--- config.mk ---
export PLATFORM = sky130hd
export DESIGN_NAME = uart_tx_buffer_flat
export DESIGN_NICKNAME = d
export VERILOG_FILES = /design/src/rtl/uart_tx_buffer_if.sv /design/src/rtl/uart_tx_buffer.sv /design/src/flat_wrapper.sv
export SDC_FILE = /design/constraint.sdc
export NUM_CORES = 1
export LEC_CHECK = 0
export ABC_CLOCK_PERIOD_IN_PS = 2990
export CAP_MARGIN = 20
export CORE_MARGIN = 10
export CORE_UTILIZATION = 57
export CTS_CLUSTER_SIZE = 10
export DETAILED_ROUTE_END_ITERATION = 7
export DONT_BUFFER_PORTS = 1
export HOLD_SLACK_MARGIN = 0.02
export PLACE_DENSITY_LB_ADDON = 0.2
export SYNTH_ARGS = -nofsm -noshare
export SYNTH_HDL_FRONTEND = slang
export SYNTH_SLANG_ARGS = --single-unit
--- constraint.sdc ---
create_clock -name clk -period 2.99 [get_ports clk]
set_input_delay 0.4485 -clock clk [delete_from_list [all_inputs] [get_ports clk]]
set_output_delay 0.4485 -clock clk [all_outputs]
set_load 0.005 [all_outputs]
--- src/rtl/uart_tx_buffer_if.sv ---
// uart_tx_buffer_if: groups the producer write port and the UART transmit handshake of
// uart_tx_buffer.
//   slave  : the buffer side (takes writes and UART status, drives FIFO status and send_*).
//   master : the environment side (producer plus UART transmitter).
// Signals: wr_en, wr_data[7:0], full, empty, count[AW:0], send_start, send_data[7:0],
//          send_busy, send_finish.
interface uart_tx_buffer_if #(
    parameter int unsigned AW = 4
) ();
    logic          wr_en;
    logic [7:0]    wr_data;
    logic          full;
    logic          empty;
    logic [AW:0]   count;
    logic          send_start;
    logic [7:0]    send_data;
    logic          send_busy;
    logic          send_finish;

    modport slave (
        input  wr_en, wr_data, send_busy, send_finish,
        output full, empty, count, send_start, send_data
    );

    modport master (
        output wr_en, wr_data, send_busy, send_finish,
        input  full, empty, count, send_start, send_data
    );
endinterface

--- src/rtl/uart_tx_buffer.sv ---
// uart_tx_buffer: 2**AW x 8 byte FIFO placed in front of a UART transmitter. Bytes are
// accepted at full clock rate and handed to the UART one at a time (send_start pulse with
// send_data), pacing on send_busy / send_finish.
// Ports:
//   clk, rst   : clock, asynchronous active-high reset
//   overflow   : sticky write-when-full flag (only with UART_TX_BUFFER_OVF_EN defined)
//   bus        : uart_tx_buffer_if.slave (producer write port, FIFO status, UART handshake)
// Build option: `define UART_TX_BUFFER_OVF_EN to add the overflow flag and port.
module uart_tx_buffer #(
    parameter int unsigned AW = 4
) (
    input  logic            clk,
    input  logic            rst,
`ifdef UART_TX_BUFFER_OVF_EN
    output logic            overflow,
`endif
    uart_tx_buffer_if.slave bus
);
    localparam int unsigned   Depth     = 2 ** AW;
    localparam logic [AW:0]   CountFull = {1'b1, {AW{1'b0}}};
    localparam logic [AW-1:0] PtrOne    = AW'(1);
    localparam logic [AW:0]   CountOne  = (AW + 1)'(1);

    typedef enum logic [0:0] {StIdle, StWait} state_e;

    state_e        state_q, state_d;
    logic [7:0]    mem_q [Depth];
    logic [7:0]    mem_d [Depth];
    logic [AW-1:0] wp_q, wp_d;
    logic [AW-1:0] rp_q, rp_d;
    logic [AW:0]   count_q, count_d;
    logic          send_start_q, send_start_d;
    logic [7:0]    send_data_q, send_data_d;
    logic          full, empty, push, pop;

    // Status comes from the registered count only, so a pop never frees room for a
    // write in the same cycle.
    assign full  = (count_q == CountFull);
    assign empty = (count_q == '0);
    assign push  = bus.wr_en && !full;
    assign pop   = (state_q == StIdle) && !empty && !bus.send_busy;

    always_comb begin
        mem_d = mem_q;
        wp_d  = wp_q;
        if (push) begin
            mem_d[wp_q] = bus.wr_data;
            wp_d        = wp_q + PtrOne;
        end
    end

    always_comb begin
        state_d      = state_q;
        rp_d         = rp_q;
        send_start_d = 1'b0;
        send_data_d  = send_data_q;
        unique case (state_q)
            StIdle: begin
                // A send_finish seen here belongs to a transfer from before a reset.
                if (pop) begin
                    send_data_d  = mem_q[rp_q];
                    send_start_d = 1'b1;
                    rp_d         = rp_q + PtrOne;
                    state_d      = StWait;
                end
            end
            StWait: begin
                if (bus.send_finish) begin
                    state_d = StIdle;
                end
            end
            default: state_d = StIdle;
        endcase
    end

    always_comb begin
        count_d = count_q;
        unique case ({push, pop})
            2'b10:   count_d = count_q + CountOne;
            2'b01:   count_d = count_q - CountOne;
            default: count_d = count_q;
        endcase
    end

    // Storage is not reset; a slot is only read after it has been written.
    always_ff @(posedge clk) begin
        mem_q <= mem_d;
    end

    always_ff @(posedge clk or posedge rst) begin
        if (rst) begin
            state_q      <= StIdle;
            wp_q         <= '0;
            rp_q         <= '0;
            count_q      <= '0;
            send_start_q <= 1'b0;
            send_data_q  <= 8'h00;
        end else begin
            state_q      <= state_d;
            wp_q         <= wp_d;
            rp_q         <= rp_d;
            count_q      <= count_d;
            send_start_q <= send_start_d;
            send_data_q  <= send_data_d;
        end
    end

`ifdef UART_TX_BUFFER_OVF_EN
    logic overflow_q, overflow_d;

    always_comb begin
        overflow_d = overflow_q | (bus.wr_en & full);
    end

    always_ff @(posedge clk or posedge rst) begin
        if (rst) begin
            overflow_q <= 1'b0;
        end else begin
            overflow_q <= overflow_d;
        end
    end

    assign overflow = overflow_q;
`endif

    assign bus.full       = full;
    assign bus.empty      = empty;
    assign bus.count      = count_q;
    assign bus.send_start = send_start_q;
    assign bus.send_data  = send_data_q;
endmodule

--- src/flat_wrapper.sv ---
// flat-port wrapper written by rule: the top's interface ports become plain ports
module uart_tx_buffer_flat 
#(
    parameter int unsigned AW = 4
)
  (clk, rst, bus_wr_en, bus_wr_data, bus_send_busy, bus_send_finish, bus_full, bus_empty, bus_count, bus_send_start, bus_send_data);
  uart_tx_buffer_if #(.AW(AW)) bus_i ();
  input  logic clk;
  input  logic rst;
  input wire logic [$bits(bus_i.wr_en)-1:0] bus_wr_en;
  input wire logic [$bits(bus_i.wr_data)-1:0] bus_wr_data;
  input wire logic [$bits(bus_i.send_busy)-1:0] bus_send_busy;
  input wire logic [$bits(bus_i.send_finish)-1:0] bus_send_finish;
  output wire logic [$bits(bus_i.full)-1:0] bus_full;
  output wire logic [$bits(bus_i.empty)-1:0] bus_empty;
  output wire logic [$bits(bus_i.count)-1:0] bus_count;
  output wire logic [$bits(bus_i.send_start)-1:0] bus_send_start;
  output wire logic [$bits(bus_i.send_data)-1:0] bus_send_data;
  assign bus_i.wr_en = bus_wr_en;
  assign bus_i.wr_data = bus_wr_data;
  assign bus_i.send_busy = bus_send_busy;
  assign bus_i.send_finish = bus_send_finish;
  assign bus_full = bus_i.full;
  assign bus_empty = bus_i.empty;
  assign bus_count = bus_i.count;
  assign bus_send_start = bus_i.send_start;
  assign bus_send_data = bus_i.send_data;
  uart_tx_buffer #(.AW(AW)) u_core (.clk(clk), .rst(rst), .bus(bus_i));
endmodule
==> results <==
- At the later pin of the worst-skew pair, clock insertion delay measures 0.54 ns.
- The count of final max-slew check failures is 0.
- The data arrival time of the critical path is 3.28 ns.
- The power density of the placed cells is 961 nW/µm².
- Across the whole layout, storage elements account for 4420 µm².
- The initialized floorplan defines 37 standard-cell rows.
- The global routing met3 resource utilization is 5.20%.
- The final count of negative-setup-slack endpoints is 0.
- The final-layout worst hold slack is 0.0229 ns.
- The growth of design area from synthesis to finish is 15.2%.
- The run finished with clean final reports.
- The die outline area is 15,200 µm².
- The clock transition at the registers of the reported paths is 0.06 ns.
- The global-route usage over all layers is 16.4%.
- The number of nets in the synthesized netlist is 337.
- After synthesis, the largest family of logic cells by area is multiplexers.
- Summing the areas of all xor and xnor instances in the mapped netlist gives 1.44% of the synthesized area.
- The time the final worst path needs with I/O delays and setup is 2.87 ns.
- The top achievable clock speed is 349 MHz.
- In the synthesized netlist, the number of instances is 314.
- In this run, synthesis produced a sequential element count of 151.
- The total area of multi-input combinational cells is 1510 µm².
- In the layout the commonest cells are edfxtp_1 (128), buf_4 (23), dfrtp_1 (21), mux4_2 (19).
- The number of antenna violations at the first check in global routing is 0.
- The initial utilization of the core area, before any placement, comes to 58.5%.
- Yosys printed 0 warnings.
- The busiest layer in global routing is met2.
- For the pin with the worst max-slew slack, the measured transition is 0.965 ns.
- In this run the count of I/O pins placed on the die edge is 29.
- The number of hold violations in the final report is 0.
- The via count of the first global-routing pass is 3,043.
- The total wire length is 11.6 mm.
- The category of the worst setup path launch point is a flip-flop.
- The number of buffers on the longest clock path is 2.
- The count of TritonRoute iterations in the first routing pass is 4.
- The summed area of non-filler cells in the final layout is 6990 µm².
- The type of the worst setup path is reg2reg.
- The fill cell instance count of the final layout is 661.
- The number of diodes added for antenna fixing is 0.
- The number of maximum-capacitance constraint violations is 0.
- At the end of routability-driven placement, the weighted congestion stood at 0.795.
- Clock tree synthesis found a total of 151 sinks.
- The synthesized netlist devotes 3.38% of its cell area to compound gates.
- The analysis attributes to cell leakage a power of 2.44 nW.
- The root cell of the clock tree is clkbuf_8.
- Measured along the y axis, the die boundary spans 123 µm.
- The routed via count divided by cell count is 5.93.
- The floorplan step defined a core boundary enclosing 10,400 µm².
- After detailed routing, the number of remaining DRC violations is 0.
- The final total negative setup slack is 0 ns.
- The total overflow left after global routing is 0.
- Input and output buffers added on the ports amount to 0.
- In this run, distinct cell masters in the synthesized netlist total 35.
- Cells with a size suffix above 1 make up 24.2% of the layout.
- The detailed router placed 2,941 vias in this run.
- Of the total synthesized cell area, the portion taken by full adders, half adders and majority gates is 2.19%.
- In this run the cell area of the synthesized design comes to 6070 µm².
- The simple-gate share of the synthesized area is 3.30%.
- The clock tree from TritonCTS is yes.
- The H-tree was split into 4 levels.
- The per-cell routed wire length is 23.5 µm.
- The min-delay analysis places its worst path in the category in2async.
- The cell area reported after detailed placement is 6320 µm².
- The chip width is 123 µm.
- The final cycle utilization of the critical path is 95.9%.
- The biggest fanout along the worst timing path is 4.
- For this run, the post-layout net count is 371.
- The post-DP HPWL is 6.96 mm.
- Averaged over all synthesized cells, the footprint is 19.3 µm².
- For met2 alone, demand over resource in global routing was 25.6%.
- The max-slew headroom at the worst pin is 35.6%.
- Leaving out fill and tap cells, the most frequent cell in the layout is edfxtp_1.
- The post-synthesis sequential area ratio is 72.8%.
- Entering global routing, the biggest net connects 36 pins.
- The largest clock skew in the final design is 0.0125 ns.
- The category of the worst setup path capture point is a flip-flop.
- The first global-routing pass estimated 17.8 mm of wire.
- The worst-case IR drop observed on VDD is 0.673 mV.
- The required time of the critical path is 3.41 ns.
- The remaining number of nets flagged by the antenna check after routing is 0.
- The portion of netlist area occupied by mux cells is 14.5%.
- The number of violations reported at the end of detailed-routing iteration 0 is 239.
- The met1 usage is 20.1%.
- Summing internal, switching and leakage power gives 6.72 mW.
- The number of buffers created by CTS is 17.
[state kept, by name, indices dropped and copies added, names as in the netlist]
name                   cells
u_core.bus.send_start      1
u_core.bus.send_data       8
u_core.wp_q                4
u_core.mem_q             128
u_core.state_q             1
u_core.bus.count           5
u_core.rp_q                4
[critical path: stages (launching register included)]
cell and delay (ns):
dfrtp_1 0.47, nor4_4 0.08, buf_4 0.13, buf_4 0.13, a211oi_1 0.26, ha_2 0.28, inv_1 0.09, fa_2 0.36
nor2b_1 0.16, o21ai_0 0.12, nand3_1 0.10, or3b_2 0.45, xnor2_1 0.13
[final cells by class]
class	count	area share (%)
clock inverters	12	2.17
clock buffers	19	6.03
flip-flops and latches	151	63.3
inverters	11	0.591
repair buffers	32	3.90
well taps	136	2.43
multi-input cells	135	21.6
[power by group]
part	total (mW)	internal (mW)	leakage, nW	switching, mW
Clock	2.07	1.27	0.277	0.807
Combinational	1.78	0.873	0.741	0.905
Sequential	2.87	2.62	1.42	0.247
[synth_stat cells, drive strengths merged]
library cell	number	area [µm²]
o22ai	16	100
nor4	1	21.3
mux4	32	769
mux2	9	101
nor3	4	20.0
and2	2	12.5
a211oi	2	20.0
nand3	1	5.00
clkbuf	6	22.5
fa	1	20.0
nand2	11	43.8
mux2i	1	10.0
a21o	2	15.0
clkdlybuf4s15	1	10.0
nor2	12	45.0
nand4	2	12.5
a21oi	10	50.1
xor2	3	26.3
buf	10	68.8
or3b	1	8.76
nand2b	3	18.8
nor2b	1	6.26
edfxtp	128	3840
inv	11	41.3
o21ai	4	20.0
xnor2	7	61.3
or2	1	6.26
ha	9	113
dfrtp	23	576
[kinds of logic after synthesis]
| group | Yosys count |
|---|---|
| AOI/OAI and AO/OA | 34 |
| xor gates and xnor gates | 10 |
| adders and majority gates | 10 |
| buffers and inverters | 28 |
| DFF | 151 |
| muxes | 42 |
| and+or+nand+nor | 39 |
[final timing paths]
path	startpoint	endpoint	slack [ns]	cells past startpoint
min	rst	u_core.bus.send_data[3]$_DFFE_PP0P_	0.02	1
max reg2reg	u_core.bus.count[2]$_DFFE_PP0P_	u_core.bus.count[4]$_DFFE_PP0P_	0.12	12
min in group clk	bus_send_finish	u_core.state_q$_DFF_PP0_	0.09	2
max in group asynchronous	rst	u_core.bus.count[3]$_DFFE_PP0P_	2.31	1
max	u_core.bus.count[2]$_DFFE_PP0P_	u_core.bus.count[4]$_DFFE_PP0P_	0.12	12
min reg2reg	u_core.state_q$_DFF_PP0_	u_core.state_q$_DFF_PP0_	0.55	1
[layer usage]
| layer | vias up | share of wire [%] |
|---|---|---|
| li1 | 1326 | - |
| met1 | 1504 | 40 |
| met2 | 90 | 50 |
| met3 | 21 | 7.0 |
| met4 | 0 | 2.8 |
| met5 | - | 0 |
[what timing repair did]
item,in CTS,in global routing
hold endpoints to repair,128,0
setup buffers,0,1
setup endpoints to repair,0,1
resized for setup,0,3
hold buffers,8,0
[per-stage QoR]
stage               util, %  worst slack, ns  instances
finish                 67.4            0.122        496
global route           67.4          -0.0175        496
CTS                    67.3           0.0518        495
detailed placement     61.0            0.106        456
global placement       61.0            0.204        456
floorplan                 -            0.116        314
Note: power is estimated with default switching activity, not from simulation.
